File: src/rtl/deemph_mc_if.sv
// rtl/deemph_mc_if.sv - sample stream bus of deemph_mc: input FIFO write side and output FIFO read side
interface deemph_mc_if #(
  parameter int DATA_WIDTH = 32
);
  logic                  in_wr_en;
  logic [DATA_WIDTH-1:0] in_din;
  logic                  in_full;
  logic                  out_rd_en;
  logic [DATA_WIDTH-1:0] out_dout;
  logic                  out_empty;

  modport master (
    output in_wr_en, in_din, out_rd_en,
    input  in_full, out_dout, out_empty
  );

  modport slave (
    input  in_wr_en, in_din, out_rd_en,
    output in_full, out_dout, out_empty
  );
endinterface

File: src/rtl/deemph_mc.sv
// rtl/deemph_mc.sv - multi-channel first-order IIR de-emphasis between two show-ahead FIFOs; DEEMPH_SAT_EN enables output saturation
module deemph_mc_fifo #(
  parameter int WIDTH = 32,
  parameter int DEPTH = 8
) (
  input  logic             clock,
  input  logic             reset,
  input  logic             wr_en,
  input  logic [WIDTH-1:0] din,
  output logic             full,
  input  logic             rd_en,
  output logic [WIDTH-1:0] dout,
  output logic             empty
);
  localparam int AW = (DEPTH > 1) ? $clog2(DEPTH) : 1;
  localparam logic [AW:0]   FULL_CNT = DEPTH[AW:0];
  localparam logic [AW-1:0] LAST_PTR = AW'(DEPTH - 1);

  logic [WIDTH-1:0] mem [DEPTH];
  logic [AW-1:0]    wr_ptr;
  logic [AW-1:0]    rd_ptr;
  logic [AW:0]      count;
  logic             push;
  logic             pop;

  // Illegal requests (write when full, read when empty) are dropped here.
  assign full  = (count == FULL_CNT);
  assign empty = (count == '0);
  assign push  = wr_en && !full;
  assign pop   = rd_en && !empty;
  assign dout  = empty ? '0 : mem[rd_ptr];

  // Storage write port.
  always_ff @(posedge clock) begin
    if (push) mem[wr_ptr] <= din;
  end

  // Pointers and occupancy; push and pop in the same cycle are both honoured.
  always_ff @(posedge clock) begin
    if (reset) begin
      wr_ptr <= '0;
      rd_ptr <= '0;
      count  <= '0;
    end else begin
      if (push) wr_ptr <= (wr_ptr == LAST_PTR) ? '0 : wr_ptr + AW'(1);
      if (pop)  rd_ptr <= (rd_ptr == LAST_PTR) ? '0 : rd_ptr + AW'(1);
      case ({push, pop})
        2'b10:   count <= count + (AW+1)'(1);
        2'b01:   count <= count - (AW+1)'(1);
        default: count <= count;
      endcase
    end
  end
endmodule

module deemph_mc #(
  parameter int          DATA_WIDTH       = 32,
  parameter int          FIFO_BUFFER_SIZE = 8,
  parameter int          CHANNELS         = 2,
  parameter int          FRAC_BITS        = 10,
  parameter logic [31:0] B0               = 32'h000000B2,
  parameter logic [31:0] B1               = 32'h000000B2,
  parameter logic [31:0] A1               = 32'hFFFFFD66
) (
  input logic         clock,
  input logic         reset,
  deemph_mc_if.slave  bus
);
  localparam int CW = (CHANNELS > 1) ? $clog2(CHANNELS) : 1;
  localparam int PW = 2 * DATA_WIDTH;
`ifdef DEEMPH_SAT_EN
  // Two guard bits so the clamp sees the true sign and magnitude of the sum.
  localparam int SW = DATA_WIDTH + 2;
  localparam logic signed [SW-1:0] SAT_MAX = {3'b000, {(DATA_WIDTH-1){1'b1}}};
  localparam logic signed [SW-1:0] SAT_MIN = {3'b111, {(DATA_WIDTH-1){1'b0}}};
`else
  // Wrapping keeps only the low DATA_WIDTH bits, so the sum is formed at that width.
  localparam int SW = DATA_WIDTH;
`endif

  localparam logic signed [DATA_WIDTH-1:0] K_B0 = DATA_WIDTH'(signed'(B0));
  localparam logic signed [DATA_WIDTH-1:0] K_B1 = DATA_WIDTH'(signed'(B1));
  localparam logic signed [DATA_WIDTH-1:0] K_A1 = DATA_WIDTH'(signed'(A1));
  localparam logic signed [PW-1:0]         BIAS = PW'((1 << FRAC_BITS) - 1);

  localparam logic [1:0] S_IDLE = 2'd0;
  localparam logic [1:0] S_MUL  = 2'd1;
  localparam logic [1:0] S_ACC  = 2'd2;

  logic [1:0]                   state;
  logic [CW-1:0]                ch;
  logic signed [DATA_WIDTH-1:0] x_cur;
  logic signed [DATA_WIDTH-1:0] x_prev [CHANNELS];
  logic signed [DATA_WIDTH-1:0] y_prev [CHANNELS];
  logic signed [PW-1:0]         p_b0;
  logic signed [PW-1:0]         p_b1;
  logic signed [PW-1:0]         p_a1;
  logic signed [SW-1:0]         sum;
  logic signed [DATA_WIDTH-1:0] y_out;

  logic [DATA_WIDTH-1:0] in_dout;
  logic                  in_empty;
  logic                  in_pop;
  logic                  out_full;
  logic                  out_push;

  // Divide by 2^FRAC_BITS rounding toward zero: negative products get a bias before the arithmetic shift.
  function automatic logic signed [SW-1:0] dequant(input logic signed [PW-1:0] p);
    logic signed [PW-1:0] t;
    t = p[PW-1] ? (p + BIAS) : p;
    t = t >>> FRAC_BITS;
    return t[SW-1:0];
  endfunction

  deemph_mc_fifo #(.WIDTH(DATA_WIDTH), .DEPTH(FIFO_BUFFER_SIZE)) u_in_fifo (
    .clock (clock),
    .reset (reset),
    .wr_en (bus.in_wr_en),
    .din   (bus.in_din),
    .full  (bus.in_full),
    .rd_en (in_pop),
    .dout  (in_dout),
    .empty (in_empty)
  );

  deemph_mc_fifo #(.WIDTH(DATA_WIDTH), .DEPTH(FIFO_BUFFER_SIZE)) u_out_fifo (
    .clock (clock),
    .reset (reset),
    .wr_en (out_push),
    .din   (y_out),
    .full  (out_full),
    .rd_en (bus.out_rd_en),
    .dout  (bus.out_dout),
    .empty (bus.out_empty)
  );

  // Only one sample is ever in flight, so a free output slot seen in S_IDLE is still free in S_ACC.
  assign in_pop   = (state == S_IDLE) && !in_empty && !out_full;
  assign out_push = (state == S_ACC);

  // Dequantise, sum and (optionally) clamp the registered products.
  always_comb begin
    sum   = dequant(p_b0) + dequant(p_b1) + dequant(p_a1);
    y_out = sum[DATA_WIDTH-1:0];
`ifdef DEEMPH_SAT_EN
    if (sum > SAT_MAX)      y_out = SAT_MAX[DATA_WIDTH-1:0];
    else if (sum < SAT_MIN) y_out = SAT_MIN[DATA_WIDTH-1:0];
`endif
  end

  // Three-state sequencer: fetch a sample, multiply against channel history, emit and update history.
  always_ff @(posedge clock) begin
    if (reset) begin
      state <= S_IDLE;
      ch    <= '0;
      x_cur <= '0;
      p_b0  <= '0;
      p_b1  <= '0;
      p_a1  <= '0;
      for (int i = 0; i < CHANNELS; i++) begin
        x_prev[i] <= '0;
        y_prev[i] <= '0;
      end
    end else begin
      case (state)
        S_IDLE: begin
          if (in_pop) begin
            x_cur <= in_dout;
            state <= S_MUL;
          end
        end
        S_MUL: begin
          p_b0  <= PW'(x_cur) * PW'(K_B0);
          p_b1  <= PW'(x_prev[ch]) * PW'(K_B1);
          p_a1  <= PW'(y_prev[ch]) * PW'(K_A1);
          state <= S_ACC;
        end
        S_ACC: begin
          x_prev[ch] <= x_cur;
          y_prev[ch] <= y_out;
          ch         <= (ch == CW'(CHANNELS - 1)) ? '0 : ch + CW'(1);
          state      <= S_IDLE;
        end
        default: state <= S_IDLE;
      endcase
    end
  end
endmodule

File: src/flat_wrapper.sv
// flat-port wrapper written by rule: the top's interface ports become plain ports
module deemph_mc_flat 
#(
  parameter int          DATA_WIDTH       = 32,
  parameter int          FIFO_BUFFER_SIZE = 8,
  parameter int          CHANNELS         = 2,
  parameter int          FRAC_BITS        = 10,
  parameter logic [31:0] B0               = 32'h000000B2,
  parameter logic [31:0] B1               = 32'h000000B2,
  parameter logic [31:0] A1               = 32'hFFFFFD66
)
  (clock, reset, bus_in_wr_en, bus_in_din, bus_out_rd_en, bus_in_full, bus_out_dout, bus_out_empty);
  deemph_mc_if #(.DATA_WIDTH(DATA_WIDTH)) bus_i ();
  input logic clock;
  input logic reset;
  input wire logic [$bits(bus_i.in_wr_en)-1:0] bus_in_wr_en;
  input wire logic [$bits(bus_i.in_din)-1:0] bus_in_din;
  input wire logic [$bits(bus_i.out_rd_en)-1:0] bus_out_rd_en;
  output wire logic [$bits(bus_i.in_full)-1:0] bus_in_full;
  output wire logic [$bits(bus_i.out_dout)-1:0] bus_out_dout;
  output wire logic [$bits(bus_i.out_empty)-1:0] bus_out_empty;
  assign bus_i.in_wr_en = bus_in_wr_en;
  assign bus_i.in_din = bus_in_din;
  assign bus_i.out_rd_en = bus_out_rd_en;
  assign bus_in_full = bus_i.in_full;
  assign bus_out_dout = bus_i.out_dout;
  assign bus_out_empty = bus_i.out_empty;
  deemph_mc #(.DATA_WIDTH(DATA_WIDTH), .FIFO_BUFFER_SIZE(FIFO_BUFFER_SIZE), .CHANNELS(CHANNELS), .FRAC_BITS(FRAC_BITS), .B0(B0), .B1(B1), .A1(A1)) u_core (.clock(clock), .reset(reset), .bus(bus_i));
endmodule
File: config.mk
export PLATFORM = sky130hd
export DESIGN_NAME = deemph_mc_flat
export DESIGN_NICKNAME = d
export VERILOG_FILES = /design/src/rtl/deemph_mc_if.sv /design/src/rtl/deemph_mc.sv /design/src/flat_wrapper.sv
export SDC_FILE = /design/constraint.sdc
export NUM_CORES = 2
export LEC_CHECK = 0
export BUFFER_PORTS_ARGS = -buffer_cell sky130_fd_sc_hd__buf_4
export CAP_MARGIN = 20
export CORE_ASPECT_RATIO = 1.4
export CORE_MARGIN = 1
export CORE_UTILIZATION = 55
export CTS_CLUSTER_SIZE = 28
export DETAILED_ROUTE_END_ITERATION = 6
export PLACE_DENSITY = 0.75
export SLEW_MARGIN = 20
export SYNTH_ARGS = -nofsm -noshare
export SYNTH_HDL_FRONTEND = slang
export SYNTH_SLANG_ARGS = --single-unit
File: constraint.sdc
create_clock -name clock -period 8.3 [get_ports clock]
set_clock_uncertainty 0.15 [all_clocks]
set_input_delay 0.83 -clock clock [delete_from_list [all_inputs] [get_ports clock]]
set_output_delay 0.83 -clock clock [all_outputs]
set_load 0.005 [all_outputs]
# After elaboration in Yosys (flattened, before gate mapping)
# Memories as Yosys holds them, arrays and structs flattened. A register that Yosys moved wholly into a read port is not among the register bits.
# Index checks and enable logic that the tools add are counted.
# totals
n_memories,4
reg_bits,145
out_inout_bits,34
inputBits,36
elab_cells,97
ram_bits,640
# memory_table
name,depth,word_bits,read_ports,rd_ports_with_merged_regs,write_ports,line,rtl
u_core.u_in_fifo.mem,8,32,1,1,1,deemph_mc.sv:19,logic [WIDTH-1:0] mem [DEPTH];
u_core.u_out_fifo.mem,8,32,1,1,1,deemph_mc.sv:19,
u_core.x_prev,2,32,1,1,2,deemph_mc.sv:93,logic signed [DATA_WIDTH-1:0] x_prev [CHANNELS];
u_core.y_prev,2,32,1,1,2,deemph_mc.sv:94,logic signed [DATA_WIDTH-1:0] y_prev [CHANNELS];
# classes
mul,3
n_eq_ne,13
reduce_logical,18
n_addsub,14
muxes,34
# ops
operator,n
$mux 42,3
$mux 32,3
$add 41x11->42 const B,2
$mul 32x8->40 const B,2
$add 32x32->32,2
$reduce_or 32->1,2
$add 42x11->42 const B,1
$mul 32x10->42 const B,1
$mux 1,18
$mux 3,6
$pmux 4 s2,2
$add 3x1->3 const B,4
$eq 3x3->1 const B,4
$add 4x1->4 const B,2
$eq 4x4->1 const B,2
$logic_not 4->1,2
$sub 4x1->4 const B,2
$eq 2x1->1 const B,3
$eq 2x2->1 const B,3
$logic_and 1x1->1,6
$logic_not 1->1,4
$pmux 2 s2,1
$reduce_bool 2->1,2
$logic_not 2->1,1
other kinds (4),4

# Logic depth before layout (Yosys ltp)
# logic_depth
depth_word,7
ltp_mapped,24
ltp_nobuf,21

# Hierarchy
# Synthesis repeated with hierarchy kept, for this count alone.
# unflattened
cells_unflattened,4369
hier_area_um2,51787.2
# by_module_without_submodules
module,instances,cells_per_inst,area_each_um2,seq_area_each_um2
deemph_mc,1,3405,31014.7,7006.7
deemph_mc_fifo,2,482,10386.2,7947.6

# Worst setup path before layout
# Ideal clock, no wire load.
# synth_timing
kind,register to register
start,register (tool-made name)
end,register u_core.p_a1[41]
path_stages_with_launch,24
required_ps,8028
setup_time_ps,122
arrival_ps,6330
synth_period_minus_slack_ps,6602
slack_ps,1698
n_path_buf,4
cell_sequence,dfxtp_1 clkbuf_1 buf_1 clkbuf_1 mux2i_1 inv_1 ha_1 fa_1 fa_1 inv_1 fa_1 fa_1 inv_1 ha_1 clkbuf_1 o21ai_0 o21bai_1 a211oi_1 o31ai_1 a311oi_1 nand2b_1 a211oi_2 nor4b_1 a311o_1
# synth_rtl
item,line,rtl
"end signal, assigned",deemph_mc.sv:175,p_a1 <= PW'(y_prev[ch]) * PW'(K_A1);
"end, declared",deemph_mc.sv:97,logic signed [PW-1:0] p_a1;

==> metrics <==
status complete, no violations; chip height 361.5 µm; Finish-stage setup viols 0; final net count 4923; hold wc startpoint bus_in_din[12]; WL/cell slightly above 20 µm; Synth Area per Inst 12.46 µm²; Mapped Nets 4874; Mapped Cells 4074; PostCTS Resize Cnt 0; slowest CP cell dfxtp_4; DRT Pass-1 Iters 5; WP buf/inv 3; die width 258.8 µm; Placer Congestion 0.9325; ratio of cells with drive above 1 in the final layout 11.04%; vias in the first global route 33211; Die ar. 93560 µm²; post-detailed-route count of antenna-violating nets 0; Yosys warning count 0; Hold Crit Class in2reg; Via density roughly 5.8; Worst path max stage delay between 0.7 and 0.8 ns; compound-gate portion of the synthesized area 7.567%; global-route wire length before repair 174100 µm; Top delay family on crit path adder cells; EDFF count, synth 640; WHS Endpoint u_core.u_in_fifo.mem[0][12]; Initial Utilization about 56%; core area around 90000 µm²; WHS Path Cells 1; DRC errors left 0; Post-CTS Hold Fix Bufs 0; asr flop ratio synth 0%; reg2reg setup slack 1.70 ns; diode count 0; # H-tree levels 3; Area Overhead vs Synth 9.014%; CP Launch Type flop; Max Freq 151.4 MHz; Via Count just over 30000; Final Max Slew Viols 0; CTS Buffer Depth 3; most instantiated library cell after synthesis edfxtp_1; dpl hpwl ~80000 µm; mux cell area share after synthesis ~8.5%; Post-Syn Area approximately 51000 µm²; clock root buffer clkbuf_16; arrival time worst endpoint 7.00 ns; Post-Synth XOR/XNOR Area between 3 and 4%; post-synthesis adder-cell area fraction 22.94%; Post-CTS Setup Bufs 0; crit-path cells mux2i_1 > inv_1 > ha_1 > fa_1 > fa_1 > inv_1 > fa_1 > inv_1 > fa_1 > ha_1 > a211o_1 > a21oi_1 > a2111oi_4 > o31ai_2 > o21ai_1 > a211oi_2 > xnor2_1 > o21ai_1; register area share after synthesis 44.99%; max-cap check violation count 0; Worst setup EP type flop; Synth area leaders edfxtp_1 (38%), ha_1 (12%), fa_1 (11%), dfxtp_1 (7.1%), mux4_2 (5.7%); total negative slack 0 ns; Total GRT Usage between 20% and 30%; overall routed net length 108300 µm; RSZ-0062 raised after global routing no; Num CTS Buffers 79; R2R cell count 18; clk slew on worst S/H paths 0.07 ns; CTS tree yes; Hold Fails Final Rpt 0; max-slew headroom at the worst pin a little under a third; Worst Setup Path Type reg2reg; port buffer count 69; DR iter-0 viols 1696; cell row count 131; GRT overflow 0; Synth Flop Type edfxtp_1; Post-Synth Simple-Gate Area around 8.4%; Synth area leader edfxtp_1; minimum clock period 6.603 ns; crit share post-route between 70% and 80%; initial antenna violation count 1; Worst-Margin Slew 1.026 ns; I/O pins 70; post-synth top area share 37.85%; Netlist cell types 95; Req. time, crit path 8.70 ns; Synth Register Bits 821; synth cell count leaders edfxtp_1 (640), ha_1 (486), inv_1 (402); clk sink count 821; largest family of logic cells by synthesized area adder cells; worst reg2reg endpoint u_core.p_a1[42]; worst-path maximum fanout 31; Most common cell on crit path fa_1; clk_lat worst skew 0.67 ns; pin count of the biggest net entering global routing 92
-- how the worst max path moves through the flow --
stage	from	end	slack, ns	cells after the start
floorplan	flop	u_core.p_a1[41]	1.70	23
global placement	flop	u_core.p_a1[42]	1.84	18
detailed placement	flop	u_core.p_a1[42]	1.78	18
CTS	flop	u_core.p_a1[42]	1.70	18
global route	flop	u_core.p_a1[41]	1.42	19
finish	flop	u_core.p_a1[42]	1.70	18
-- registers in the layout, indices dropped and copies added (netlist names), 32 cells and up, named ones only --
| register | count |
|---|---|
| u_core.u_out_fifo.mem | 256 |
| u_core.p_b1 | 40 |
| u_core.x_prev | 64 |
| u_core.u_in_fifo.mem | 256 |
| u_core.p_a1 | 42 |
| u_core.x_cur | 32 |
| u_core.p_b0 | 40 |
| u_core.y_prev | 64 |
-- layout make-up --
| type | instances | area (µm²) |
|---|---|---|
| clock buffers | 96 | 2093 |
| flip-flops and latches | 821 | 22860 |
| clock inverters | 48 | 535.5 |
| multi-input cells | 2711 | 26040 |
| well taps | 1197 | 1498 |
| fillers | 7022 | 35940 |
| repair buffers | 108 | 823.3 |
| inverters | 402 | 1509 |
-- layer usage --
| layer | global-route usage [%] | wire length (µm) |
|---|---|---|
| met4 | 11.03 | 4722 |
| met1 | 26.25 | 41300 |
| met3 | 2.578 | 3662 |
| met2 | 45.21 | 58640 |
| met5 | 0 | 17 |
-- cell usage in the layout (no fill, tap or decap), drive strengths merged, types with 67 or more instances in the layout --
cell type and count:
ha 486, dfxtp 181, mux2i 107, nor2 255, a211oi 67, xor2 108
xnor2 103, clkbuf 96, fa 278, o21ai 110, edfxtp 640, nand2 266
a21oi 199, a21o 77, mux4 128, buf 108, inv 412
-- cells by family after synthesis --
| logic type | count (synthesis) |
|---|---|
| buffers and inverters | 542 |
| adder cells (fa/ha/maj) | 764 |
| flip-flops | 821 |
| AND/OR/NAND/NOR | 886 |
| multiplexers | 265 |
| XOR/XNOR | 211 |
| AO/OA/AOI/OAI | 585 |
-- metrics by stage --
| stage | setup WS (ns) | cell area (µm²) | utilization (%) | instances | hold WS, ns |
|---|---|---|---|---|---|
| floorplan | 1.698 | 50780 | - | 4074 | 0.2815 |
| global placement | 1.837 | 52700 | 57.73 | 5238 | 0.2894 |
| detailed placement | 1.784 | 52700 | 57.73 | 5238 | 0.2935 |
| CTS | 1.703 | 55330 | 60.61 | 5382 | 0.2052 |
| global route | 1.424 | 55350 | 60.63 | 5383 | 0.2278 |
| finish | 1.697 | 55350 | 60.63 | 5383 | 0.2351 |
Power is not shown: default switching activity piles up to over one toggle a cycle in this logic, so the estimate is an artifact.
